==> src/rtl/psram_weight_writer.sv <==
// psram_weight_writer
//   Packs ACTIV_BITS-wide weight/bias words little-endian into 32-bit beats.
//   Each beat is written to PSRAM as one controller transfer. A write that
//   gets no completion within TIMEOUT_CYCLES aborts the job.
//   Word n lands at byte address base_addr + n*(ACTIV_BITS/8).
module psram_weight_writer #(
  parameter int ACTIV_BITS     = 16,
  parameter int COUNT_BITS     = 16,
  parameter int TIMEOUT_CYCLES = 1024
) (
  input  logic                  clk,
  input  logic                  rst_n,
  input  logic                  cfg_start,
  input  logic [23:0]           base_addr,
  input  logic [COUNT_BITS-1:0] num_words,
  input  logic [ACTIV_BITS-1:0] in_data,
  input  logic                  in_valid,
  output logic                  in_ready,
  output logic                  busy,
  output logic                  done,
  output logic                  error,
  output logic [23:0]           psram_addr,
  output logic [31:0]           psram_data_i,
  output logic [2:0]            psram_size,
  output logic                  psram_start,
  output logic [7:0]            psram_cmd,
  output logic                  psram_rd_wr,
  input  logic                  psram_done
);

  localparam int WPB    = 32 / ACTIV_BITS;          // words per beat
  localparam int BPW    = ACTIV_BITS / 8;           // bytes per word
  localparam int LANE_W = (WPB > 2) ? 2 : 1;
  localparam int TMO_W  = $clog2(TIMEOUT_CYCLES) + 1;

  typedef enum logic [2:0] {
    ST_IDLE    = 3'd0,
    ST_COLLECT = 3'd1,
    ST_ISSUE   = 3'd2,
    ST_WAIT    = 3'd3,
    ST_FINISH  = 3'd4
  } state_t;

  state_t                state_q, state_d;
  logic [23:0]           base_q, base_d;
  logic [COUNT_BITS-1:0] num_q, num_d;
  logic [COUNT_BITS-1:0] cnt_q, cnt_d;
  logic [21:0]           beat_q, beat_d;
  logic [31:0]           pack_q, pack_d;
  logic [TMO_W-1:0]      tmo_q, tmo_d;
  logic                  in_ready_q, in_ready_d;
  logic                  busy_q, busy_d;
  logic                  done_q, done_d;
  logic                  error_q, error_d;
  logic [23:0]           addr_q, addr_d;
  logic [31:0]           data_q, data_d;
  logic [2:0]            size_q, size_d;
  logic                  start_q, start_d;

  logic [LANE_W-1:0]     lane_s;
  logic [COUNT_BITS:0]   cnt_inc_s;
  logic                  last_word_s;
  logic                  beat_full_s;
  logic                  accept_s;
  logic [2:0]            words_in_beat_s;

  // Register all state and outputs; async reset returns everything to idle.
  always_ff @(posedge clk or negedge rst_n) begin
    if (!rst_n) begin
      state_q    <= ST_IDLE;
      base_q     <= 24'h000000;
      num_q      <= {COUNT_BITS{1'b0}};
      cnt_q      <= {COUNT_BITS{1'b0}};
      beat_q     <= 22'd0;
      pack_q     <= 32'h0000_0000;
      tmo_q      <= {TMO_W{1'b0}};
      in_ready_q <= 1'b0;
      busy_q     <= 1'b0;
      done_q     <= 1'b0;
      error_q    <= 1'b0;
      addr_q     <= 24'h000000;
      data_q     <= 32'h0000_0000;
      size_q     <= 3'd4;
      start_q    <= 1'b0;
    end else begin
      state_q    <= state_d;
      base_q     <= base_d;
      num_q      <= num_d;
      cnt_q      <= cnt_d;
      beat_q     <= beat_d;
      pack_q     <= pack_d;
      tmo_q      <= tmo_d;
      in_ready_q <= in_ready_d;
      busy_q     <= busy_d;
      done_q     <= done_d;
      error_q    <= error_d;
      addr_q     <= addr_d;
      data_q     <= data_d;
      size_q     <= size_d;
      start_q    <= start_d;
    end
  end

  // Next-state logic: collect words into a beat, issue it, await completion or timeout.
  always_comb begin
    state_d    = state_q;
    base_d     = base_q;
    num_d      = num_q;
    cnt_d      = cnt_q;
    beat_d     = beat_q;
    pack_d     = pack_q;
    tmo_d      = tmo_q;
    busy_d     = busy_q;
    done_d     = 1'b0;
    error_d    = error_q;
    addr_d     = addr_q;
    data_d     = data_q;
    size_d     = size_q;
    start_d    = 1'b0;

    lane_s          = cnt_q[LANE_W-1:0];
    cnt_inc_s       = {1'b0, cnt_q} + {{COUNT_BITS{1'b0}}, 1'b1};
    last_word_s     = (cnt_inc_s == {1'b0, num_q});
    beat_full_s     = (lane_s == LANE_W'(WPB - 1));
    accept_s        = in_valid & in_ready_q;
    words_in_beat_s = 3'(lane_s) + 3'd1;

    case (state_q)
      ST_IDLE: begin
        if (cfg_start) begin
          base_d  = base_addr;
          num_d   = num_words;
          cnt_d   = {COUNT_BITS{1'b0}};
          beat_d  = 22'd0;
          pack_d  = 32'h0000_0000;
          error_d = 1'b0;
          busy_d  = 1'b1;
          if (num_words == {COUNT_BITS{1'b0}}) begin
            state_d = ST_FINISH;
          end else begin
            state_d = ST_COLLECT;
          end
        end else begin
          state_d = ST_IDLE;
        end
      end
      ST_COLLECT: begin
        if (accept_s) begin
          pack_d[int'(lane_s) * ACTIV_BITS +: ACTIV_BITS] = in_data;
          cnt_d = cnt_inc_s[COUNT_BITS-1:0];
          if (beat_full_s || last_word_s) begin
            // Latch the transfer fields now so they show up together with start.
            state_d = ST_ISSUE;
            start_d = 1'b1;
            addr_d  = base_q + {beat_q, 2'b00};
            data_d  = pack_d;
            size_d  = 3'(words_in_beat_s * 3'(BPW));
          end else begin
            state_d = ST_COLLECT;
          end
        end else begin
          state_d = ST_COLLECT;
        end
      end
      ST_ISSUE: begin
        tmo_d   = {TMO_W{1'b0}};
        state_d = ST_WAIT;
      end
      ST_WAIT: begin
        if (psram_done) begin
          beat_d = beat_q + 22'd1;
          pack_d = 32'h0000_0000;
          if (cnt_q == num_q) begin
            state_d = ST_FINISH;
          end else begin
            state_d = ST_COLLECT;
          end
        end else if (tmo_q == TMO_W'(TIMEOUT_CYCLES - 1)) begin
          error_d = 1'b1;
          state_d = ST_FINISH;
        end else begin
          tmo_d = tmo_q + {{(TMO_W-1){1'b0}}, 1'b1};
        end
      end
      ST_FINISH: begin
        done_d  = 1'b1;
        busy_d  = 1'b0;
        state_d = ST_IDLE;
      end
      default: begin
        state_d = ST_IDLE;
      end
    endcase

    in_ready_d = (state_d == ST_COLLECT);
  end

  assign in_ready     = in_ready_q;
  assign busy         = busy_q;
  assign done         = done_q;
  assign error        = error_q;
  assign psram_addr   = addr_q;
  assign psram_data_i = data_q;
  assign psram_size   = size_q;
  assign psram_start  = start_q;
  assign psram_cmd    = 8'h02;
  assign psram_rd_wr  = 1'b1;

endmodule

==> config.mk <==
export PLATFORM = sky130hd
export DESIGN_NAME = psram_weight_writer
export DESIGN_NICKNAME = d
export VERILOG_FILES = /design/src/rtl/psram_weight_writer.sv
export SDC_FILE = /design/constraint.sdc
export NUM_CORES = 1
export LEC_CHECK = 0
export CORE_ASPECT_RATIO = 0.6
export CORE_MARGIN = 5
export CORE_UTILIZATION = 50
export DETAILED_ROUTE_END_ITERATION = 16
export GPL_TIMING_DRIVEN = 0
export HOLD_SLACK_MARGIN = 0.1
export PLACE_DENSITY = 0.87
export SYNTH_ARGS = -nofsm -noshare
export SYNTH_HDL_FRONTEND = slang
export SYNTH_SLANG_ARGS = --single-unit
export TNS_END_PERCENT = 20
==> constraint.sdc <==
create_clock -name clk -period 2.6 [get_ports clk]
set_input_delay 0.52 -clock clk [delete_from_list [all_inputs] [get_ports clk]]
set_output_delay 0.52 -clock clk [all_outputs]
set_load 0.1 [all_outputs]
==> impl_metrics.ini <==
[timing]
final.setup.worst_slack_ns = -0.3792
fin_crit_sh = 1.146
min_period_ns = 2.979
slew_viol_final = 0
rsz0062_at_grt = true
tightest_slew_ns = 1.054
skew_ns = 0.01273
slew_headroom = 0.2953
whs_ns = 0.4851
hold_violations = 0
setup_viol = 80
fmax_mhz = 335.7

[global_route]
grt_max_degree = 114
antenna_found_initial = 0
grt_overflow = 0
grt_pass1_vias = 8110
grt_use_total = 0.2381
grt_pass1_wl_um = 42790

[cells_and_area]
layoutNonFillerInstCount = 1380
final_nets = 1207
regArea_um2 = 4692
nFillCells = 1336
drive_gt1_frac = 0.2108
final_util = 0.6703
multiInputGateArea_um2 = 5075
area_growth_pct = 32.13
diodes = 0

[critical_path]
worstPathRequired_ns = 2.93
path_cells = ha_4 -> nand4_1 -> or2_4 -> nor3_1 -> o21ai_1 -> nor4b_4 -> o2111ai_4 -> o21ai_4 -> buf_6 -> clkbuf_16 -> mux2_4
endpoint_kind = flip-flop
crit_fanout = 5
cp.arrival_ns = 3.31
start_kind = flip-flop
crit_type = reg2reg
crit_slowest_cell = dfrtp_2
critical-path-max-stage-delay_ns = 0.41

[pwr]
p_seq_frac = 0.293
vdd_drop_max_mv = 0.9827
total_leakage_power_nw = 5.732
internal_power_mw = 8.022
clkPwrFrac = 0.170
swShare = 0.4810
powerDensity_nw_per_um2 = 1215
power_mw = 15.46
p_switching_mw = 7.435
combPwrFrac = 0.537

[cts]
clkLatencyLatePin_ns = 0.45
numClockSinks = 187
cts-root-buf = clkbuf_16
path_clk_slew_ns = 0.08
cts_tree = yes
clock_path_buffers = 2
cts_htree_levels = 4
cts-buffers-inserted = 17

[placed_design]
portBuffers = 123
post-place-ws_ns = -0.7629
dp_cells = 1317
gp_congestion = 0.9069
hpwl_um = 18130

[route]
drc = 0
routed_wl_um = 27750
antenna_left = 0
first_pass_iters = 8
via_per_inst = 5.812
drt_iter0_markers = 844
wl_per_cell_um = 20.11
via_count = 8020

[synthesis]
synthCells = 939
avgSynthCellArea_um2 = 10.25
yosys_warnings = 0
synthTopCellsByArea = dfrtp_1, mux2_2, nand2_1
synth_edf_count = 0
yosys.area.top_type = dfrtp_1
synth_area_um2 = 9629
yosysUniqueCellTypes = 67
ys_seq_area_frac = 0.4861
yosys.cell_count.top_type = dfrtp_1
synth_top_area_frac = 0.4834
ys_ff_latch = 187
synthTopCellsByCount = dfrtp_1, nand2_1, mux2_2
async_flop_share = 1.000
synth-main-ff-cell = dfrtp_1

[floorplan]
die_area_um2 = 22220
row_count = 39
initial_utilization = 0.5073
io-pin-count = 134
die_y_um = 117.5
fp.coreArea_um2 = 18980
die_w_um = 189.2

[flow_run]
cap_violations = 0

[min_path]
hp-class = reg2reg

[status]
violations = negative setup slack
status = finished, violations left
cells in the final DEF, fill, tap and decap left out, types with 8 or more instances in the layout:
master           Yosys  final
clkbuf_16            0     20
nor2b_1             10     10
mux2_4               0     52
nand4_1             15     15
clkdlybuf4s50_1      0    121
buf_6                1     10
nand3_1             20     19
a21oi_1             33     31
inv_8                0      8
nand2_1            169    166
a22o_1              32     32
buf_4               17     32
or3_1               12     10
clkbuf_1            27     24
xor2_1              26     25
inv_1               15     14
ha_1                24     22
dfrtp_1            186    177
nor2_1              61     56
o21ai_0             39     36
conb_1               2     10
xnor2_1             41     38
mux2_2              82     36
dfrtp_2              0      9
timing repair:
action | CTS | global route
gates cloned | 1 | 3
hold buffers | 1 | 0
resized for setup | 63 | 85
pin swaps | 15 | 14
setup buffers | 24 | 6
endpoints found under the setup margin | 92 | 117
endpoints found under the hold margin | 74 | 0
cell families after synthesis:
| logic type | after synthesis | synth area share |
|---|---|---|
| other | 2 | 0.0007799 |
| AOI/OAI and AO/OA | 149 | 0.1047 |
| adders and majority gates | 25 | 0.03326 |
| DFF | 187 | 0.4861 |
| muxes | 94 | 0.1091 |
| and+or+nand+nor | 346 | 0.1688 |
| xor gates and xnor gates | 67 | 0.06094 |
| buffers and inverters | 69 | 0.03625 |
area by class of cell:
type | instances | share of cell area
Sequential cell | 187 | 0.3688
Multi-Input combinational cell | 691 | 0.3989
Inverter | 15 | 0.004425
Clock buffer | 17 | 0.03343
Timing Repair Buffer | 158 | 0.1289
Clock inverter | 15 | 0.01298
Tap cell | 246 | 0.02419
Buffer | 51 | 0.02842
per-stage QoR:
step / cell area [um^2] / setup TNS [ns]
final: 12720 / -22.66
after global routing: 12720 / -31.27
after CTS: 12300 / -13.71
after detailed placement: 11250 / -58.77
after global placement: 11220 / -1287.41
after floorplan: 9678 / -2.148
flip-flops by register name (all words and copies together), names as in the netlist:
name	cells
psram_data_i	32
state_q	3
cnt_q	16
base_q	24
psram_start	1
done	1
psram_size	2
tmo_q	11
beat_q	22
in_ready	1
pack_q	32
num_q	16
busy	1
psram_addr	24
error	1
worst max-delay path, delay by kind of cell, from the launching register on:
kind                     cells  cell delay [ns]
AND/OR/NAND/NOR              4             1.00
AO/OA/AOI/OAI                3             0.62
flip-flops                   1             0.41
buffers and inverters        2             0.36
multiplexers                 1             0.30
adder cells (fa/ha/maj)      1             0.17
routing by layer:
metal  GRT usage  routed length [um]  up-vias
li1            -                   -     3623
met1      0.3462               12410     3990
met2      0.3555               12530      334
met3     0.05542                2115       73
met4     0.07416                 703        0
met5           0                   0        -
power groups by stage:
| stage | logic, mW | registers [mW] | clock network, mW |
|---|---|---|---|
| 2_1_floorplan | 2.81 | 7.22 | 0 |
| 3_3_place_gp | 7.28 | 4.46 | 0 |
| 4_1_cts | 7.75 | 4.47 | 2.64 |
| 6_report | 8.30 | 4.53 | 2.63 |
| 5_1_grt | 8.72 | 4.62 | 2.78 |
| 3_5_place_dp | 7.45 | 4.50 | 0 |
worst paths after layout:
check | startpoint | endpoint | slack, ns | cells past startpoint
max | cnt_q[0]$_DFFE_PN0P_ | psram_data_i[21]$_DFFE_PN0P_ | -0.38 | 11
min | base_q[1]$_DFFE_PN0P_ | base_q[1]$_DFFE_PN0P_ | 0.49 | 2
max reg2reg | cnt_q[0]$_DFFE_PN0P_ | psram_data_i[21]$_DFFE_PN0P_ | -0.38 | 11
min reg2reg | base_q[1]$_DFFE_PN0P_ | base_q[1]$_DFFE_PN0P_ | 0.49 | 2
max in group asynchronous | rst_n | beat_q[0]$_DFFE_PN0P_ | 0.98 | 3
min in group asynchronous | rst_n | psram_addr[19]$_DFFE_PN0P_ | 0.64 | 2
No activity file was read; power rests on OpenSTA's default activity.
==> edit (config.mk and constraints unchanged) <==
Put one more register stage on the output `error`, with the module's reset. The value now appears one clock later. The other outputs are not delayed to match.
--- a/src/rtl/psram_weight_writer.sv
+++ b/src/rtl/psram_weight_writer.sv
@@ -198,7 +198,13 @@
   assign in_ready     = in_ready_q;
   assign busy         = busy_q;
   assign done         = done_q;
-  assign error        = error_q;
+  always_ff @(posedge clk or negedge rst_n) begin
+    if (!rst_n) begin
+      error <= '0;
+    end else begin
+      error <= error_q;
+    end
+  end
   assign psram_addr   = addr_q;
   assign psram_data_i = data_q;
   assign psram_size   = size_q;
Check against the original RTL: same outputs for any inputs over 4 cycles, from zero or initial values and one cycle with rst_n low; that may be too few to reach the edited logic, so the function may still have changed.
==> edit against the original RTL <==
The run still ends with setup timing left. Sequential power up 4.6%. Wire length down 13%. Area after synthesis up 0.31%. Clock skew up 0.00097 ns. Global-route usage down 2.5 points. Highest routed layer unchanged. Power up 2.6%. Fmax down 0.48%. Cell area down 2.1%. Critical path depth up 1. Worst setup slack worse by 0.014 ns. Sequential cell count up 1.
==> edit: results (changes against the original RTL) <==
| Metric | Value |
|---|---|
| Total track usage | 0.213 (-0.0254) |
| Max incr delay on CP | 0.45 ns (+0.04 ns) |
| Pre-CTS worst setup slack | -1.08 ns (-0.319 ns) |
| Worst-case vdd ir drop | 0.00114 V (+16%) |
| Endpoint with the worst hold slack | error$_DFF_PN0_ |
| Portion of netlist area occupied by mux cells | 0.170 (+0.0604) |
| Post-placement cell area | 0.0113 mm² (+0.51%) |
| Number of global-route vias before repair | 7169 (-12%) |
| Total via count after detailed routing | 7217 (-10%) |
| Setup TNS | -18.75 ns (+3.91 ns) |
| Most numerous cell types in the synthesized netlist | sky130_fd_sc_hd__dfrtp_1 (187), sky130_fd_sc_hd__mux2_2 (89), sky130_fd_sc_hd__nor2_1 (61) |
| M1 WL | 11400 µm (-8.2%) |
| Register area share after synthesis | 0.487 (+0.00108) |
| CTS resizes | 35 (-44%) |
| Arrival time at the worst endpoint | 3.32 ns (about the same) |
| Final setup violation count | 63 (-21%) |
| Number of instances in the placed design | 1199 (-9.0%) |
| Wire per inst | 19.2 µm (-4.7%) |
| Leakage power summed over all cells | 5.44 nW (-5.1%) |
| Top area cells in the synthesized netlist | sky130_fd_sc_hd__dfrtp_1 (48%), sky130_fd_sc_hd__mux2_2 (10%), sky130_fd_sc_hd__mux2_4 (6.1%), sky130_fd_sc_hd__xnor2_1 (3.9%), sky130_fd_sc_hd__ha_1 (3.1%) |
| Xor-xnor portion of the synthesized cell area | 0.0662 (+0.00525) |
| Sum of met2 wire segment lengths after detailed routing | 10600 µm (-15%) |
| Violated checks | setup timing |
| Transition time at the pin with the least slew margin | 1.02 ns (-0.0359 ns) |
| Final GP Congestion | 0.868 (-4.3%) |
| Crit path to | psram_addr[22]$_DFFE_PN0P_ |
| Mapped Cells | 821 (-13%) |
| Post-CTS setup repair buffer count | 16 (-33%) |
| Worst setup path startpoint | cnt_q[3]$_DFFE_PN0P_ |
| GR Layer Usage met2 | 0.311 (-0.0444) |
| Adder and majority cell fraction of the synthesized area | 0.0332 (-0.000103) |
| Worst r2r path cells | 12 (+1) |
| Detailed-routed wire length on met3 | 1620 µm (-23%) |
| Run status | finished with violations |
| Met3 Track Usage GR | 0.0628 (+0.00741) |
| Met1 Resource Use GR | 0.309 (-0.0374) |
| Final worst hold slack | 0.435 ns (-0.0504 ns) |
| Fraction of final layout cells with drive strength greater than 1 | 0.258 (+0.0474) |
| Largest net degree at the start of global routing | 105 (-7.9%) |
| Compound-gate portion of the synthesized area | 0.0895 (-0.0152) |
| Global-route wire length before repair | 38100 µm (-11%) |
| Worst setup slack after layout | -0.394 ns (-0.0144 ns) |
==> edit: cell count changes after synthesis, moves of 6 or more <==
| cell | before | now |
|---|---|---|
| sky130_fd_sc_hd__o21ai_0 | 39 | 31 |
| sky130_fd_sc_hd__mux2_1 | 6 | 0 |
| sky130_fd_sc_hd__nand2_1 | 169 | 36 |
| sky130_fd_sc_hd__mux2_2 | 82 | 89 |
| sky130_fd_sc_hd__mux2_4 | 0 | 39 |
| sky130_fd_sc_hd__nand3_1 | 20 | 27 |
| sky130_fd_sc_hd__a21oi_1 | 33 | 24 |
==> edit: worst reg2reg max path, stage by stage, from the launching register on <==
cell and delay, ns:
sky130_fd_sc_hd__dfrtp_2 0.45, sky130_fd_sc_hd__xnor2_2 0.16, sky130_fd_sc_hd__xor2_1 0.17, sky130_fd_sc_hd__nor4_2 0.32
sky130_fd_sc_hd__nand3_1 0.13, sky130_fd_sc_hd__or4_4 0.45, sky130_fd_sc_hd__nor4_4 0.27, sky130_fd_sc_hd__a21oi_4 0.11
sky130_fd_sc_hd__inv_2 0.09, sky130_fd_sc_hd__buf_12 0.14, sky130_fd_sc_hd__buf_12 0.13, sky130_fd_sc_hd__clkbuf_16 0.14
sky130_fd_sc_hd__mux2_4 0.30
==> edit: layout make-up <==
type	instances	area, µm²	area share
Multi-Input combinational cell	584	4880	0.392
Sequential cell	188	4710	0.378
Timing Repair Buffer	149	1590	0.128
Clock buffer	20	457	0.0366
Tap cell	246	308	0.0247
Buffer	40	300	0.0241
Clock inverter	12	163	0.0131
Inverter	14	52.6	0.00422
==> edit: report_power, final <==
part | internal, W | switching [W] | total (W)
registers | 0.00396 | 0.000780 | 0.00474
clock network | 0.00158 | 0.00118 | 0.00275
logic | 0.00305 | 0.00531 | 0.00837
